File: src/rtl/mem_block_copier.sv
// Block copier for the 32 x 8 single-port data memory. Moves `length` bytes from
// src_addr to dst_addr using read-then-write cycles and sums the bytes it moves.
module mem_block_copier #(
  parameter int ADDR_WIDTH = 5,
  parameter int DATA_WIDTH = 8
) (
  input  logic                  clk,
  input  logic                  rst_n,
  input  logic                  start,
  input  logic [ADDR_WIDTH-1:0] src_addr,
  input  logic [ADDR_WIDTH-1:0] dst_addr,
  input  logic [ADDR_WIDTH:0]   length,
  output logic                  busy,
  output logic                  done,
  output logic [DATA_WIDTH-1:0] checksum,
  output logic [ADDR_WIDTH-1:0] mem_address,
  output logic                  mem_write_enable,
  output logic [DATA_WIDTH-1:0] mem_write_data,
  input  logic [DATA_WIDTH-1:0] mem_read_data
);

  typedef enum logic [1:0] {
    IDLE  = 2'd0,
    READ  = 2'd1,
    WRITE = 2'd2,
    DONE  = 2'd3
  } state_e;

  state_e                state_q,    state_d;
  logic [ADDR_WIDTH-1:0] src_ptr_q,  src_ptr_d;
  logic [ADDR_WIDTH-1:0] dst_ptr_q,  dst_ptr_d;
  logic [ADDR_WIDTH:0]   count_q,    count_d;
  logic [DATA_WIDTH-1:0] data_q,     data_d;
  logic [DATA_WIDTH-1:0] checksum_q, checksum_d;

  // NOTE: sequential state uses non-blocking assignments only, so every register
  // samples the values from before this edge regardless of statement order.
  always_ff @(posedge clk or negedge rst_n) begin
    if (!rst_n) begin
      state_q    <= IDLE;
      src_ptr_q  <= '0;
      dst_ptr_q  <= '0;
      count_q    <= '0;
      data_q     <= '0;
      checksum_q <= '0;
    end else begin
      state_q    <= state_d;
      src_ptr_q  <= src_ptr_d;
      dst_ptr_q  <= dst_ptr_d;
      count_q    <= count_d;
      data_q     <= data_d;
      checksum_q <= checksum_d;
    end
  end

  // NOTE: every signal gets a hold default before the case; a branch that skips
  // an assignment would otherwise infer a latch.
  always_comb begin
    state_d    = state_q;
    src_ptr_d  = src_ptr_q;
    dst_ptr_d  = dst_ptr_q;
    count_d    = count_q;
    data_d     = data_q;
    checksum_d = checksum_q;
    unique case (state_q)
      IDLE: begin
        if (start) begin
          checksum_d = '0;
          if (length != '0) begin
            src_ptr_d = src_addr;
            dst_ptr_d = dst_addr;
            count_d   = length;
            state_d   = READ;
          end else begin
            state_d   = DONE;
          end
        end
      end
      READ: begin
        data_d     = mem_read_data;
        checksum_d = checksum_q + mem_read_data;
        state_d    = WRITE;
      end
      WRITE: begin
        // Pointers wrap silently at the top of the address space.
        src_ptr_d = src_ptr_q + ADDR_WIDTH'(1);
        dst_ptr_d = dst_ptr_q + ADDR_WIDTH'(1);
        count_d   = count_q - (ADDR_WIDTH+1)'(1);
        state_d   = (count_q == (ADDR_WIDTH+1)'(1)) ? DONE : READ;
      end
      DONE: begin
        state_d = IDLE;
      end
      default: begin
        state_d = IDLE;
      end
    endcase
  end

  // Memory port is decoded from state alone, so reset drops the strobe at once.
  always_comb begin
    mem_address      = '0;
    mem_write_enable = 1'b0;
    mem_write_data   = '0;
    unique case (state_q)
      READ: begin
        mem_address = src_ptr_q;
      end
      WRITE: begin
        mem_address      = dst_ptr_q;
        mem_write_enable = 1'b1;
        mem_write_data   = data_q;
      end
      default: ;
    endcase
  end

  assign busy     = (state_q == READ) || (state_q == WRITE);
  assign done     = (state_q == DONE);
  assign checksum = checksum_q;

endmodule

File: config.mk
export PLATFORM = sky130hd
export DESIGN_NAME = mem_block_copier
export DESIGN_NICKNAME = d
export VERILOG_FILES = /design/src/rtl/mem_block_copier.sv
export SDC_FILE = /design/constraint.sdc
export NUM_CORES = 1
export LEC_CHECK = 0
export BUFFER_PORTS_ARGS = -buffer_cell sky130_fd_sc_hd__buf_2
export CAP_MARGIN = 15
export CORE_ASPECT_RATIO = 0.9
export CORE_MARGIN = 4
export CORE_UTILIZATION = 48
export CTS_CLUSTER_SIZE = 16
export DETAILED_ROUTE_END_ITERATION = 12
export PLACE_DENSITY = 0.76
export SLEW_MARGIN = 20
export SYNTH_ARGS = -nofsm -noshare
export SYNTH_HDL_FRONTEND = slang
export SYNTH_SLANG_ARGS = --single-unit
File: constraint.sdc
create_clock -name clk -period 2 [get_ports clk]
set_clock_uncertainty 0.15 [all_clocks]
set_input_delay 0 -clock clk [delete_from_list [all_inputs] [get_ports clk]]
set_output_delay 0 -clock clk [all_outputs]
set_load 0.1 [all_outputs]
==> results by group, run 1 <==
Run status
  • Status: complete, but fails checks
  • Failing checks: negative setup slack

Detailed routing
  • DR WL/cell: between 15 and 20 µm
  • DR vias/cell: about 5.7
  • WL final: ~6.8 mm
  • Final antenna-violating net count: 0
  • Initial DRC Count: 118
  • # DRC: 0
  • DR pass1 iterations: 5
  • DR vias: 2152

Floorplanning
  • Die W: slightly below 80 µm
  • Std-Cell Rows: 22
  • Top Ports: roughly 50
  • Die H: 70.91 µm
  • Initial Util: 0.5078
  • Total core area: between 4000 and 5000 µm²
  • Die area: 5524 µm²

CTS
  • Clk buf depth: 2
  • Num CTS Buffers: 5
  • Worst-path clk slew: ~0.070 ns
  • H-tree level count: 2
  • Root buffer cell: clkbuf_8
  • CTS tree: built
  • Worst-Skew Late Latency: between 0.2 and 0.3 ns
  • Clock net sink count: 34

Global route
  • Largest net degree at the start of global routing: 27
  • Antenna violations before repair: 0
  • First-pass GRT wire length: roughly 9.5 mm
  • Total GRT Usage: 0.2134
  • Vias in the first global route: 2001
  • Grt ovf: 0

Final layout
  • Design Area, Final: between 3000 and 4000 µm²
  • # diodes: 0
  • Fin util: 0.8254
  • Synth-to-Final Area Change: 62.54%
  • Nets: 362
  • Layout cells sized above 1: 0.4594

Timing
  • Final worst-path cycle share: 1.106
  • RSZ-0062 raised after global routing: yes
  • Final setup margin: -0.2126 ns
  • Tightest Pin Transition: slightly above 0.5 ns
  • WHS: 0.06181 ns
  • Fin. max-slew vios: 0
  • Fin Setup TNS: -1.894 ns
  • Min cycle time layout: between 2 and 2.5 ns
  • Final hold vios: 0
  • Final setup viols: 18
  • Slew HR: 0.6671
  • Top achievable clock speed: ~0.45 GHz

Setup path
  • R2r setup slk: -0.21 ns
  • Reg2Reg Depth: 8
  • Req. time, crit path: about 2 ns
  • Arr. time, crit path: approximately 2.2 ns
  • Critical Path End Type: flop
  • CP Max Fanout: 3
  • CP Class: flop to flop
  • Startpoint types: flop

Synth
  • Async set or reset register ratio after synthesis: 1.000
  • Sequential-to-total area share from yosys stat: 0.4031
  • Mapped Area: around 2100 µm²
  • Synthesized flop and latch total: 34
  • Post-Syn Nets: between 200 and 300
  • Mean Syn Cell Area: ~9.6 µm²
  • Syn Inst Count: ~220
  • Area leader, netlist: dfrtp_1
  • Count of cell types in the netlist: 38
  • Post-synth EDFFs: 0
  • Synth warn: 0
  • Top_reg_cell synth: dfrtp_1
  • Area fraction of the dominant cell type after synthesis: 0.4031
  • Main area contributors after synthesis: dfrtp_1 40%, ha_1 8.9%, a21oi_1 4.5%

Place
  • HPWL after detailed placement: around 3.8 mm
  • DP Area: about 2800 µm²
  • Routability Congestion: approximately 0.8
  • Port Buffers: 50

Run
  • Number of max-cap violations: 0

Hold path
  • Tightest Hold Check Type: primary input to asynchronous set/reset pin
[cells in the mapped netlist (3+ instances only)]
cell type  instances
inv_1              7
o211ai_1           3
clkbuf_1           6
ha_1              15
nand3_1           12
dfrtp_1           34
a22oi_1            4
nor2b_1            5
a21oi_1           19
nand2_1           17
and3_1             4
o21ai_1            8
xor2_1             3
o22ai_1           10
o21ai_0           12
mux2i_1            9
nor2_1             6
nor3_1             3
nand2b_1           3
mux2_2             8
and2_1             8
[cells by family after synthesis]
logic type,after synthesis,share of synthesized area
AOI/OAI and AO/OA,66,0.1855
xor gates and xnor gates,5,0.02075
adders and majority gates,16,0.09840
buffers and inverters,17,0.03793
DFF,34,0.4031
muxes,17,0.08536
and+or+nand+nor,64,0.1689
[layout by cell type (no fill, tap or decap), types with 2 or more instances in the layout]
master	n
nand2b_4	2
nor2b_4	4
o21bai_1	2
nand3_1	10
o21ai_2	2
nand3_2	2
inv_2	2
o21ai_1	13
nand2_1	16
dfrtp_4	4
nor2_2	3
o211ai_1	3
buf_4	22
buf_12	12
inv_1	5
and3_1	4
a21oi_2	3
a22oi_1	4
ha_1	8
dlygate4sd3_1	26
clkbuf_8	6
ha_4	6
nor2_1	3
mux2_2	8
a21o_1	2
and2_2	8
o22ai_1	4
o21ai_0	5
clkbuf_16	2
buf_6	2
xor2_1	3
a21oi_1	16
buf_2	39
nor3_1	2
a32o_1	2
dfrtp_1	27
o22ai_2	6
dfrtp_2	3
mux2i_1	9
[final cells by class]
cell class              instances  area (µm²)
flip-flops and latches         34       869.6
inverters                       7       26.28
clock inverters                 1       5.005
well taps                      60       75.07
repair buffers                103       933.4
clock buffers                   7       86.33
fillers                       215       725.7
multi-input cells             168        1435
[path summary, 6_finish.rpt]
check                            start           to
max in group asynchronous        rst_n  checksum[6]
min in group clk             length[4]   state_q[1]
min                              rst_n    data_q[6]
max                        checksum[0]  checksum[6]
min reg2reg                  data_q[0]    data_q[0]
max reg2reg                checksum[0]  checksum[6]
[critical path: stages (launching register included)]
cell and delay [ns]:
dfrtp_4 0.49, ha_4 0.18, fa_2 0.34, a21o_1 0.17, a21oi_2 0.17, o21bai_1 0.10, a21oi_1 0.20, xor2_1 0.19
o21ai_1 0.09
[repair_timing]
| action | in CTS | in global routing |
|---|---|---|
| pin swaps | 1 | 11 |
| gates resized for setup | 14 | 24 |
| setup buffers | 1 | 5 |
| cloned | 0 | 2 |
| hold buffers | 26 | 0 |
| endpoints found under the setup margin | 17 | 28 |
| endpoints found under the hold margin | 62 | 0 |
[flip-flops by register name (all words and copies together) (netlist names)]
register	cells
dst_ptr_q	5
checksum	8
count_q	6
src_ptr_q	5
state_q	2
data_q	8
[per-layer routing]
metal | global-route usage | routed length [µm]
met1 | 0.2785 | 2886
met2 | 0.3479 | 3412
met3 | 0.05471 | 397
met4 | 0.06990 | 114
met5 | 0 | 0
[stage by stage]
step           worst slack, ns  cells
6_report               -0.2126    380
5_1_grt                -0.2759    380
4_1_cts               -0.06113    374
3_5_place_dp          -0.06414    339
3_3_place_gp          -0.01013    339
2_1_floorplan          -0.1730    219
Power of run 1 is not shown: default switching activity piles up to over one toggle a cycle in this logic, so the estimate is an artifact.
==> run 2, diff against run 1 <==
Settings changed: CORE_UTILIZATION 48 to 57, PLACE_DENSITY 0.76 to 0.95.
Clock period 2 ns to 2.8 ns, I/O delays scaled along.
==> results by group, run 2 (synthesis gave the netlist of run 1 again) <==
Run status
  • Status: complete, no violations

Timing
  • Top achievable clock speed: roughly 0.36 GHz
  • Tightest Pin Transition: ~0.77 ns
  • Final setup viols: 0
  • Final worst-path cycle share: 0.9839
  • Slew HR: 0.4893
  • Final hold vios: 0
  • Fin. max-slew vios: 0
  • Min cycle time layout: 2.755 ns

Setup path
  • R2r setup slk: 0.04 ns
  • Req. time, crit path: 2.87 ns
  • CP Class: flop to flop
  • Startpoint types: flop
  • FF-to-FF End: count_q[4]
  • Arr. time, crit path: around 2.8 ns
  • CP Max Fanout: 21
  • Reg2Reg Depth: 8
  • Reg-to-reg startpoint: state_q[0]
  • Critical Path End Type: flop

Global route
  • M2 GR Usage: 0.4477
  • Vias in the first global route: 1986
  • GRT met1 Usage: 0.3080
  • Gr busiest metal: met2
  • Total GRT Usage: 0.2507
  • First-pass GRT wire length: ~9.3 mm
  • Largest net degree at the start of global routing: 35
  • Antenna violations before repair: 0
  • Grt ovf: 0
  • Met3 usage: 0.03364

Detailed routing
  • Final antenna-violating net count: 0
  • # DRC: 0
  • DR WL/cell: 17.81 µm
  • WL final: approximately 6 mm
  • DR vias/cell: about 6.2
  • DR pass1 iterations: 6
  • Initial DRC Count: between 200 and 250
  • DR vias: approximately 2100

Final layout
  • Synth-to-Final Area Change: 30.94%
  • # diodes: 0
  • Layout cells sized above 1: 0.2635
  • Most common cell after layout, fill and taps aside: buf_2
  • Nets: between 300 and 400
  • Fin util: 0.7946
  • Most frequent cells in the layout: 50 x buf_2, 34 x dfrtp_1, 26 x dlygate4sd3_1

CTS
  • Worst-path clk slew: approximately 0.080 ns
  • CTS tree: built
  • Clock net sink count: 34
  • Num CTS Buffers: 5
  • Root buffer cell: clkbuf_8
  • H-tree level count: 2
  • Clk buf depth: 2
  • Worst-Skew Late Latency: slightly below 0.3 ns

Run
  • Number of max-cap violations: 0

Place
  • Port Buffers: 50
  • Routability Congestion: between 0.8 and 0.9
  • HPWL after detailed placement: 3.604 mm

Hold path
  • Tightest Hold Check Type: primary input to asynchronous set/reset pin

Floorplanning
  • Total core area: roughly 3500 µm²
  • Die H: roughly 66 µm
  • Top Ports: 51
  • Initial Util: 0.6068
  • Std-Cell Rows: 20
  • Die area: approximately 4700 µm²
  • Die W: about 72 µm
## run 2: cell count changes in the layout (fill, tap and decap cells not counted), moves of 8 or more
cell	previous run	this run
and2_1	0	8
buf_4	22	3
and2_2	8	0
buf_12	12	0
buf_2	39	50
## run 2: critical path: stages, from the launching register on
cell	delay, ns
dfrtp_1	0.42
inv_1	0.12
ha_1	0.34
or4b_4	0.53
nor4_4	0.24
a21oi_4	0.16
nand2b_1	0.35
o22ai_1	0.20
a21oi_1	0.17
## run 2: timing repair
item                                    in CTS  in global routing
hold buffers                                26                  0
endpoints found under the setup margin       0                 10
hold endpoints to repair                    62                  0
gates resized for setup                      0                  1
buffers inserted                             0                  0
## run 2: routing by layer
layer | up-vias | part of all wire
met5 | - | 0
met4 | 0 | 0.019
met3 | 21 | 0.096
met2 | 159 | 0.51
met1 | 979 | 0.37
li1 | 950 | -
## run 2: cell type report
class                           count  area (µm²)
Timing Repair Buffer               79       533.0
Sequential cell                    34       850.8
Clock inverter                      2       12.51
Fill cell                         201       714.4
Clock buffer                        6       82.58
Tap cell                           44       55.05
Inverter                            7       26.28
Multi-Input combinational cell    168        1204
## run 2: per-stage QoR
step | instances | hold WS, ns | cell area [µm²] | setup TNS, ns | worst slack, ns
floorplan | 219 | -0.4456 | 2127 | 0 | 0.1547
global placement | 306 | -0.04210 | 2401 | 0 | 0.2401
detailed placement | 306 | -0.03896 | 2401 | 0 | 0.08960
CTS | 340 | 0.1869 | 2756 | 0 | 0.06840
global route | 340 | 0.2645 | 2764 | -0.4913 | -0.1428
finish | 340 | 0.1818 | 2764 | 0 | 0.04498
## run 2: how the worst max path moves through the flow
stage	slack [ns]	to	depth (start not counted)	from
2_1_floorplan	0.15	checksum[6]	8	checksum[0]
3_3_place_gp	0.24	count_q[3]	8	state_q[0]
3_5_place_dp	0.09	dst_ptr_q[4]	8	state_q[0]
4_1_cts	0.07	dst_ptr_q[4]	8	state_q[0]
5_1_grt	-0.14	count_q[4]	8	state_q[0]
6_report	0.04	count_q[4]	8	state_q[0]
Power of run 2 is left out for the same reason.
